`config.mk`:
```
export PLATFORM = sky130hd
export DESIGN_NAME = object_motion_pool
export DESIGN_NICKNAME = d
export VERILOG_FILES = /design/src/rtl/object_pool_pkg.sv /design/src/rtl/object_slot_motion.sv /design/src/rtl/object_motion_pool.sv
export SDC_FILE = /design/constraint.sdc
export NUM_CORES = 2
export LEC_CHECK = 0
export ABC_AREA = 1
export BUFFER_PORTS_ARGS = -buffer_cell sky130_fd_sc_hd__buf_4
export CORE_AREA = 2 2 401 304
export CTS_CLUSTER_SIZE = 30
export DETAILED_ROUTE_END_ITERATION = 8
export DIE_AREA = 0 0 403 306
export PLACE_DENSITY_LB_ADDON = 0.2
export SYNTH_ARGS = -nofsm -noshare
export SYNTH_HDL_FRONTEND = slang
export SYNTH_SLANG_ARGS = --single-unit
```
`constraint.sdc`:
```
create_clock -name clk_centi_second -period 17.85 [get_ports clk_centi_second]
set_input_delay 3.57 -clock clk_centi_second [delete_from_list [all_inputs] [get_ports clk_centi_second]]
set_output_delay 3.57 -clock clk_centi_second [all_outputs]
set_load 0.05 [all_outputs]
```
`src/rtl/object_pool_pkg.sv`:
```
// Shared constants and direction helpers for the moving-object pool.
// Directions run clockwise from up; modes select what happens at an edge.
package object_pool_pkg;

    localparam logic [2:0] DIR_U  = 3'd0;
    localparam logic [2:0] DIR_UR = 3'd1;
    localparam logic [2:0] DIR_R  = 3'd2;
    localparam logic [2:0] DIR_DR = 3'd3;
    localparam logic [2:0] DIR_D  = 3'd4;
    localparam logic [2:0] DIR_DL = 3'd5;
    localparam logic [2:0] DIR_L  = 3'd6;
    localparam logic [2:0] DIR_UL = 3'd7;

    localparam logic [1:0] MODE_NONE   = 2'd0;
    localparam logic [1:0] MODE_SCREEN = 2'd1;
    localparam logic [1:0] MODE_WINDOW = 2'd2;
    localparam logic [1:0] MODE_BOUNCE = 2'd3;

    localparam int DEF_SCREEN_W = 640;
    localparam int DEF_SCREEN_H = 480;

    function automatic logic [2:0] mirror_h(input logic [2:0] d);
        case (d)
            DIR_UR:  mirror_h = DIR_UL;
            DIR_R:   mirror_h = DIR_L;
            DIR_DR:  mirror_h = DIR_DL;
            DIR_DL:  mirror_h = DIR_DR;
            DIR_L:   mirror_h = DIR_R;
            DIR_UL:  mirror_h = DIR_UR;
            default: mirror_h = d;
        endcase
    endfunction

    function automatic logic [2:0] mirror_v(input logic [2:0] d);
        case (d)
            DIR_U:   mirror_v = DIR_D;
            DIR_D:   mirror_v = DIR_U;
            DIR_UR:  mirror_v = DIR_DR;
            DIR_DR:  mirror_v = DIR_UR;
            DIR_UL:  mirror_v = DIR_DL;
            DIR_DL:  mirror_v = DIR_UL;
            default: mirror_v = d;
        endcase
    endfunction

    // +1 / -1 / 0 step sign along x; right is positive
    function automatic logic signed [1:0] dir_dx(input logic [2:0] d);
        case (d)
            DIR_UR, DIR_R, DIR_DR: dir_dx = 2'sb01;
            DIR_DL, DIR_L, DIR_UL: dir_dx = 2'sb11;
            default:               dir_dx = 2'sb00;
        endcase
    endfunction

    // +1 / -1 / 0 step sign along y; up is negative
    function automatic logic signed [1:0] dir_dy(input logic [2:0] d);
        case (d)
            DIR_UL, DIR_U, DIR_UR: dir_dy = 2'sb11;
            DIR_DR, DIR_D, DIR_DL: dir_dy = 2'sb01;
            default:               dir_dy = 2'sb00;
        endcase
    endfunction

endpackage

```
`src/rtl/object_slot_motion.sv`:
```
// One object slot: fixed-point position, heading, lifetime and exit/bounce handling.
// Only the active flag is reset; the data registers are always rewritten by load.
module object_slot_motion
    import object_pool_pkg::*;
#(
    parameter int FRAC_BITS = 3,
    parameter int SPEED_W   = 5,
    parameter int LIFE_W    = 8,
    parameter int SCREEN_W  = DEF_SCREEN_W,
    parameter int SCREEN_H  = DEF_SCREEN_H
) (
    input  logic               clk_centi_second,
    input  logic               reset,
    input  logic               load,
    input  logic               kill,
    input  logic               sec_tick,
    input  logic [9:0]         load_x,
    input  logic [9:0]         load_y,
    input  logic [9:0]         load_w,
    input  logic [9:0]         load_h,
    input  logic [2:0]         load_dir,
    input  logic [SPEED_W-1:0] load_speed,
    input  logic [LIFE_W-1:0]  load_life,
    input  logic [1:0]         load_mode,
    input  logic [9:0]         win_x1,
    input  logic [9:0]         win_y1,
    input  logic [9:0]         win_x2,
    input  logic [9:0]         win_y2,
    output logic               active,
    output logic               active_nxt,
    output logic               free_evt,
    output logic [10:0]        obj_x,
    output logic [10:0]        obj_y,
    output logic [9:0]         obj_w,
    output logic [9:0]         obj_h
);
    localparam int POS_W = 11 + FRAC_BITS;
    localparam int CMP_W = 13;

    logic signed [POS_W-1:0] pos_x, pos_y;
    logic [9:0]              size_w, size_h;
    logic [2:0]              dir;
    logic [SPEED_W-1:0]      speed;
    logic [LIFE_W-1:0]       life;
    logic [1:0]              mode;

    logic signed [POS_W-1:0] step, nx, ny, bx, by;
    logic signed [CMP_W-1:0] nx_i, ny_i, w_s, h_s, lo_x, hi_x, lo_y, hi_y;
    logic [10:0]             clamp_x, clamp_y;
    logic                    hit_xl, hit_xh, hit_yl, hit_yh, bounce;
    logic                    exit_hit, life_expire;
    logic [2:0]              ndir;

    assign step = $signed({{(POS_W-SPEED_W){1'b0}}, speed});

    always_comb begin
        nx = pos_x;
        ny = pos_y;
        if (dir_dx(dir) == 2'sb01)      nx = pos_x + step;
        else if (dir_dx(dir) == 2'sb11) nx = pos_x - step;
        if (dir_dy(dir) == 2'sb01)      ny = pos_y + step;
        else if (dir_dy(dir) == 2'sb11) ny = pos_y - step;

        // integer pixel part of the moved position, widened for overflow-free compares
        nx_i = {{(CMP_W-11){nx[POS_W-1]}}, nx[POS_W-1:FRAC_BITS]};
        ny_i = {{(CMP_W-11){ny[POS_W-1]}}, ny[POS_W-1:FRAC_BITS]};
        w_s  = {3'b000, size_w};
        h_s  = {3'b000, size_h};

        if (mode == MODE_SCREEN) begin
            lo_x = '0;
            hi_x = CMP_W'(SCREEN_W);
            lo_y = '0;
            hi_y = CMP_W'(SCREEN_H);
        end else begin
            lo_x = {3'b000, win_x1};
            hi_x = {3'b000, win_x2};
            lo_y = {3'b000, win_y1};
            hi_y = {3'b000, win_y2};
        end

        exit_hit = ((mode == MODE_SCREEN) || (mode == MODE_WINDOW)) &&
                   ((nx_i >= hi_x) || (nx_i + w_s <= lo_x) ||
                    (ny_i >= hi_y) || (ny_i + h_s <= lo_y));

        bounce  = (mode == MODE_BOUNCE);
        hit_xl  = bounce && (nx_i < lo_x);
        hit_xh  = bounce && (nx_i + w_s > hi_x);
        hit_yl  = bounce && (ny_i < lo_y);
        hit_yh  = bounce && (ny_i + h_s > hi_y);
        clamp_x = hit_xl ? {1'b0, win_x1} : ({1'b0, win_x2} - {1'b0, size_w});
        clamp_y = hit_yl ? {1'b0, win_y1} : ({1'b0, win_y2} - {1'b0, size_h});

        bx   = nx;
        by   = ny;
        ndir = dir;
        if (hit_xl || hit_xh) begin
            bx   = {clamp_x, {FRAC_BITS{1'b0}}};
            ndir = mirror_h(ndir);
        end
        if (hit_yl || hit_yh) begin
            by   = {clamp_y, {FRAC_BITS{1'b0}}};
            ndir = mirror_v(ndir);
        end

        life_expire = sec_tick && (life == LIFE_W'(1));
        free_evt    = active && (kill || life_expire || exit_hit);
        active_nxt  = load || (active && !free_evt);
    end

    always_ff @(posedge clk_centi_second) begin
        if (reset) active <= 1'b0;
        else       active <= active_nxt;
    end

    always_ff @(posedge clk_centi_second) begin
        if (load) begin
            pos_x  <= $signed({1'b0, load_x, {FRAC_BITS{1'b0}}});
            pos_y  <= $signed({1'b0, load_y, {FRAC_BITS{1'b0}}});
            size_w <= load_w;
            size_h <= load_h;
            dir    <= load_dir;
            speed  <= load_speed;
            life   <= load_life;
            mode   <= load_mode;
        end else if (active) begin
            pos_x <= bx;
            pos_y <= by;
            dir   <= ndir;
            if (sec_tick && (life != '0)) life <= life - LIFE_W'(1);
        end
    end

    assign obj_x = active ? pos_x[POS_W-1:FRAC_BITS] : 11'd0;
    assign obj_y = active ? pos_y[POS_W-1:FRAC_BITS] : 11'd0;
    assign obj_w = active ? size_w : 10'd0;
    assign obj_h = active ? size_h : 10'd0;

endmodule

```
`src/rtl/object_motion_pool.sv`:
```
// Pool of independently moving objects: second prescaler, lowest-free-slot
// allocator for the spawn port, per-slot motion units and flattened outputs.
module object_motion_pool
    import object_pool_pkg::*;
#(
    parameter int NUM_SLOTS     = 4,
    parameter int FRAC_BITS     = 3,
    parameter int SPEED_W       = 5,
    parameter int LIFE_W        = 8,
    parameter int TICKS_PER_SEC = 100,
    parameter int SCREEN_W      = DEF_SCREEN_W,
    parameter int SCREEN_H      = DEF_SCREEN_H
) (
    input  logic                    clk_centi_second,
    input  logic                    reset,
    input  logic                    spawn_valid,
    output logic                    spawn_ready,
    input  logic [9:0]              spawn_pos_x,
    input  logic [9:0]              spawn_pos_y,
    input  logic [9:0]              spawn_w,
    input  logic [9:0]              spawn_h,
    input  logic [2:0]              spawn_dir,
    input  logic [SPEED_W-1:0]      spawn_speed,
    input  logic [LIFE_W-1:0]       spawn_life,
    input  logic [1:0]              spawn_mode,
    output logic [3:0]              spawn_slot_id,
    input  logic [9:0]              win_x1,
    input  logic [9:0]              win_y1,
    input  logic [9:0]              win_x2,
    input  logic [9:0]              win_y2,
    input  logic [NUM_SLOTS-1:0]    kill_mask,
    output logic [NUM_SLOTS-1:0]    slot_active,
    output logic [11*NUM_SLOTS-1:0] obj_x_flat,
    output logic [11*NUM_SLOTS-1:0] obj_y_flat,
    output logic [10*NUM_SLOTS-1:0] obj_w_flat,
    output logic [10*NUM_SLOTS-1:0] obj_h_flat,
    output logic [NUM_SLOTS-1:0]    destroy_pulse,
    output logic [4:0]              active_count
);
    localparam int PS_W = (TICKS_PER_SEC > 1) ? $clog2(TICKS_PER_SEC) : 1;

    logic [PS_W-1:0]      ps_cnt;
    logic                 sec_tick;
    logic [NUM_SLOTS-1:0] active_nxt, free_evt, load;
    logic [3:0]           grant_id;
    logic                 grant_ok;

    function automatic logic [4:0] popcount(input logic [NUM_SLOTS-1:0] v);
        logic [4:0] n;
        n = '0;
        for (int i = 0; i < NUM_SLOTS; i++) n = n + {4'b0000, v[i]};
        return n;
    endfunction

    assign sec_tick = (ps_cnt == PS_W'(TICKS_PER_SEC - 1));

    always_ff @(posedge clk_centi_second) begin
        if (reset || sec_tick) ps_cnt <= '0;
        else                   ps_cnt <= ps_cnt + PS_W'(1);
    end

    // grant from the registered active flags, so a slot freed this edge waits one tick
    always_comb begin
        grant_id = '0;
        grant_ok = 1'b0;
        for (int i = 0; i < NUM_SLOTS; i++) begin
            if (!slot_active[i] && !grant_ok) begin
                grant_id = 4'(i);
                grant_ok = 1'b1;
            end
        end
        for (int i = 0; i < NUM_SLOTS; i++) begin
            load[i] = spawn_valid && grant_ok && (grant_id == 4'(i));
        end
    end

    assign spawn_ready   = grant_ok;
    assign spawn_slot_id = grant_id;

    for (genvar g = 0; g < NUM_SLOTS; g++) begin : g_slot
        object_slot_motion #(
            .FRAC_BITS (FRAC_BITS),
            .SPEED_W   (SPEED_W),
            .LIFE_W    (LIFE_W),
            .SCREEN_W  (SCREEN_W),
            .SCREEN_H  (SCREEN_H)
        ) u_slot (
            .clk_centi_second (clk_centi_second),
            .reset            (reset),
            .load             (load[g]),
            .kill             (kill_mask[g]),
            .sec_tick         (sec_tick),
            .load_x           (spawn_pos_x),
            .load_y           (spawn_pos_y),
            .load_w           (spawn_w),
            .load_h           (spawn_h),
            .load_dir         (spawn_dir),
            .load_speed       (spawn_speed),
            .load_life        (spawn_life),
            .load_mode        (spawn_mode),
            .win_x1           (win_x1),
            .win_y1           (win_y1),
            .win_x2           (win_x2),
            .win_y2           (win_y2),
            .active           (slot_active[g]),
            .active_nxt       (active_nxt[g]),
            .free_evt         (free_evt[g]),
            .obj_x            (obj_x_flat[g*11 +: 11]),
            .obj_y            (obj_y_flat[g*11 +: 11]),
            .obj_w            (obj_w_flat[g*10 +: 10]),
            .obj_h            (obj_h_flat[g*10 +: 10])
        );
    end

    always_ff @(posedge clk_centi_second) begin
        if (reset) begin
            destroy_pulse <= '0;
            active_count  <= '0;
        end else begin
            destroy_pulse <= free_evt;
            active_count  <= popcount(active_nxt);
        end
    end

endmodule

```
==> run summary <==
The run gives 41 as the number of buffers added by the clock tree synthesis step. The die is 403 µm wide. The leakage power total was 22.0 nW; the actual transition at the worst max-transition pin was 1.16 ns.

During I/O placement, the number of pins put on the boundary was 291. The worst register-to-register path has a setup slack of 10.43 ns. The critical path data arrival time was 7.91 ns; the number of setup buffers added after CTS was 0. Number of antenna violations at the first check in global routing: 14. Clock tree synthesis selected as its root buffer the cell clkbuf_16. The net count of the finished layout is 6290.

The ratio of cells with drive above 1 in the final layout is 8.78%, and the worst-case clock buffer depth is 3. The async set or reset register ratio after synthesis works out to 0%. Max-cap violations in this run came to 0.

The total congestion overflow was 0. The min-delay analysis places its worst path in the category flop to flop. The half-perimeter wire length after placement came out at 127000 µm.

Dividing total power by cell area gives a power density of 86.5 mW/mm². Count of cells resized by post-cts repair: 0. The post-route worst hold slack was 0.454 ns; the insertion delay to the later sink of the worst-skew pair was 0.61 ns.

The core outline area was 0.119 mm²; the number of core rows was 110. Combined area of all synthesized cells: 0.0368 mm². The run finished with clean final reports. The logs give 5 for the number of iterations in the first detailed-routing pass and 0 for the count of hold buffers inserted by post-cts repair. A synthesized cell averages 6.92 µm².

Data on the critical path is required at its endpoint by 18.34 ns. The tools report the via count as 36800. The dominant register cell in the synthesized netlist is edfxtp_1.

In the routed layout, each cell is associated on average with a via count of 5.14. Initial detailed-routing violation count: 3465. Setup violations remaining at the end of the flow were counted as 0.

The worst-case clock skew was 0.0264 ns; the count of different cell masters after synthesis was 70. The worst setup path is launched from a flop. The count of buffers added on input and output ports is 286. For the first-pass GRT wire length, the log shows 226000 µm. The clock period could shrink to 7.42 ns. The run gives 0 as the number of hold violations in the final report.

The routability congestion estimate is 0.964. The run gives 0.123 mm² as the area enclosed by the die boundary. TritonCTS built the clock tree.

The run gives 0 as the number of max-slew violations in the final report. The wire length after detailed routing was 156000 µm. The worst path uses 41.6% of the clock period. The clock transition at the registers of the reported paths is 0.06 ns, and the buffers plus inverters on the worst setup path is 6.

Total power of the final layout: 0.00362 W. Setup repair after global routing left no endpoint under its margin. Critical path endpoint category: a flop. After detailed routing, the average wire length per cell comes to 21.8 µm. Once detail routing completed, the nets flagged for antenna violations numbered 0. Most common cell after layout, fill and taps aside: nand2_1. In this run the vertical extent of the chip is 306 µm. Classification of the worst setup path: flop to flop. The highest clock frequency the design can meet was 135 MHz. The tools report the final sum of negative setup slack as 0 ns. Standard cell with the maximum stage delay on the critical path: o21ai_0. After synthesis, flip-flops and latches occupy 21.6% of the total area.

For this run, the slowest stage of the critical path takes 0.57 ns. Compared with the post-synthesis result, the final layout area differs by 13.8%. For the clock sink count, the log shows 282. In this run the tightest slew margin relative to its limit is 22.6%. In this design, the largest share of critical-path delay is due to adder cells. Of all nets on the critical path, the largest fanout is 5. In this run, synthesis produced a sequential element count of 282. Global routing used 24.5% of the available tracks across all layers. Yosys printed 0 warnings. The tools report the via count of the first global-routing pass as 34200. Entering global routing, the biggest net connects 72 pins. The H-tree was split into 2 levels.

The tools report the peak supply drop as 0.0662 mV. Cell repeated most along the worst path: nand2_1. After detailed routing, the number of remaining DRC violations is 0.

For this configuration, the core starts out at a cell density of 30.9%. Synthesis produced a netlist whose cell count is 5320. The library cells used most frequently in the layout, excluding fill and tap cells, are nand2_1, inv_1, ha_1, nor2_1, a21oi_1. The number of flops mapped to enable cells by yosys was 232.
[logic make-up (layout without fill, tap and decap cells)]
kind of cell,Yosys count,in the layout,share of synthesized area [%]
AOI/OAI and AO/OA,879,879,13.8
xor gates and xnor gates,218,218,5.18
adders and majority gates,638,638,22.3
buffers and inverters,1053,1310,11.2
DFF,282,282,21.6
other,1,5,0.0102
and+or+nand+nor,2249,2249,25.8
[cells in the mapped netlist (20+ instances only)]
library cell | instances | area share [%]
nand3_1 | 270 | 3.7
or2_2 | 28 | 0.48
o211ai_1 | 62 | 1.3
nand4_1 | 84 | 1.4
xor2_1 | 150 | 3.6
a21oi_1 | 333 | 4.5
ha_1 | 605 | 21
inv_1 | 909 | 9.3
o31ai_1 | 29 | 0.59
o21ai_1 | 48 | 0.65
o2111ai_1 | 20 | 0.48
o21bai_1 | 27 | 0.55
o21ai_0 | 242 | 3.3
nand2_1 | 1351 | 14
nor2_1 | 380 | 3.9
edfxtp_1 | 232 | 19
fa_1 | 33 | 1.8
nor3_1 | 58 | 0.79
buf_2 | 29 | 0.39
dfxtp_1 | 50 | 2.7
nand2_2 | 21 | 0.36
xnor2_1 | 68 | 1.6
o22ai_1 | 22 | 0.37
clkbuf_1 | 61 | 0.62
[flip-flops by register name, indices dropped and copies added, names as in the netlist, 7 cells and up]
signal                count
g_slot.u_slot.pos_y      56
g_slot.u_slot.size_h     40
ps_cnt                    7
g_slot.u_slot.dir        12
g_slot.u_slot.pos_x      56
g_slot.u_slot.speed      20
g_slot.u_slot.size_w     40
g_slot.u_slot.mode        8
g_slot.u_slot.life       32
[stage by stage]
stage	area, µm²	worst slack [ns]	instances	utilization [%]
floorplan	36800	11.64	5323	-
detailed placement	40500	10.29	7072	34.0
finish	41900	10.43	7149	35.2
global route	41900	9.96	7148	35.2
CTS	41900	10.38	7148	35.2
global placement	40500	10.31	7072	34.0
[final timing paths]
check                                      startpoint                         end  cells after the start
setup / recovery  g_slot[0].u_slot.speed[1]$_DFFE_PP_  active_count[1]$_SDFF_PP0_                     37
hold / removal                   ps_cnt[0]$_SDFF_PP0_        ps_cnt[0]$_SDFF_PP0_                      1
setup reg to reg  g_slot[0].u_slot.speed[1]$_DFFE_PP_  active_count[1]$_SDFF_PP0_                     37
hold reg to reg                  ps_cnt[0]$_SDFF_PP0_        ps_cnt[0]$_SDFF_PP0_                      1
[where the power goes]
group	switching (W)	total, W	internal [W]
combinational	0.00127	0.00191	0.000637
sequential	0.0000626	0.000826	0.000764
clock	0.000369	0.000887	0.000518
[per-layer routing]
layer	global-route usage [%]	part of all wire, %	up-vias
li1	-	-	18000
met1	36.7	48	17200
met2	36.2	41	1408
met3	4.15	8.7	150
met4	5.38	2.1	4
met5	0	0.017	-
[layout make-up]
cell class / count / area (µm²)
inverters: 926 / 3480
clock inverters: 25 / 269
diodes: 1 / 2.50
flip-flops and latches: 282 / 7980
fillers: 12800 / 77300
repair buffers: 308 / 2310
well taps: 1568 / 1960
multi-input cells: 3988 / 24800
clock buffers: 51 / 1150
(Power assumes the default switching activity.)
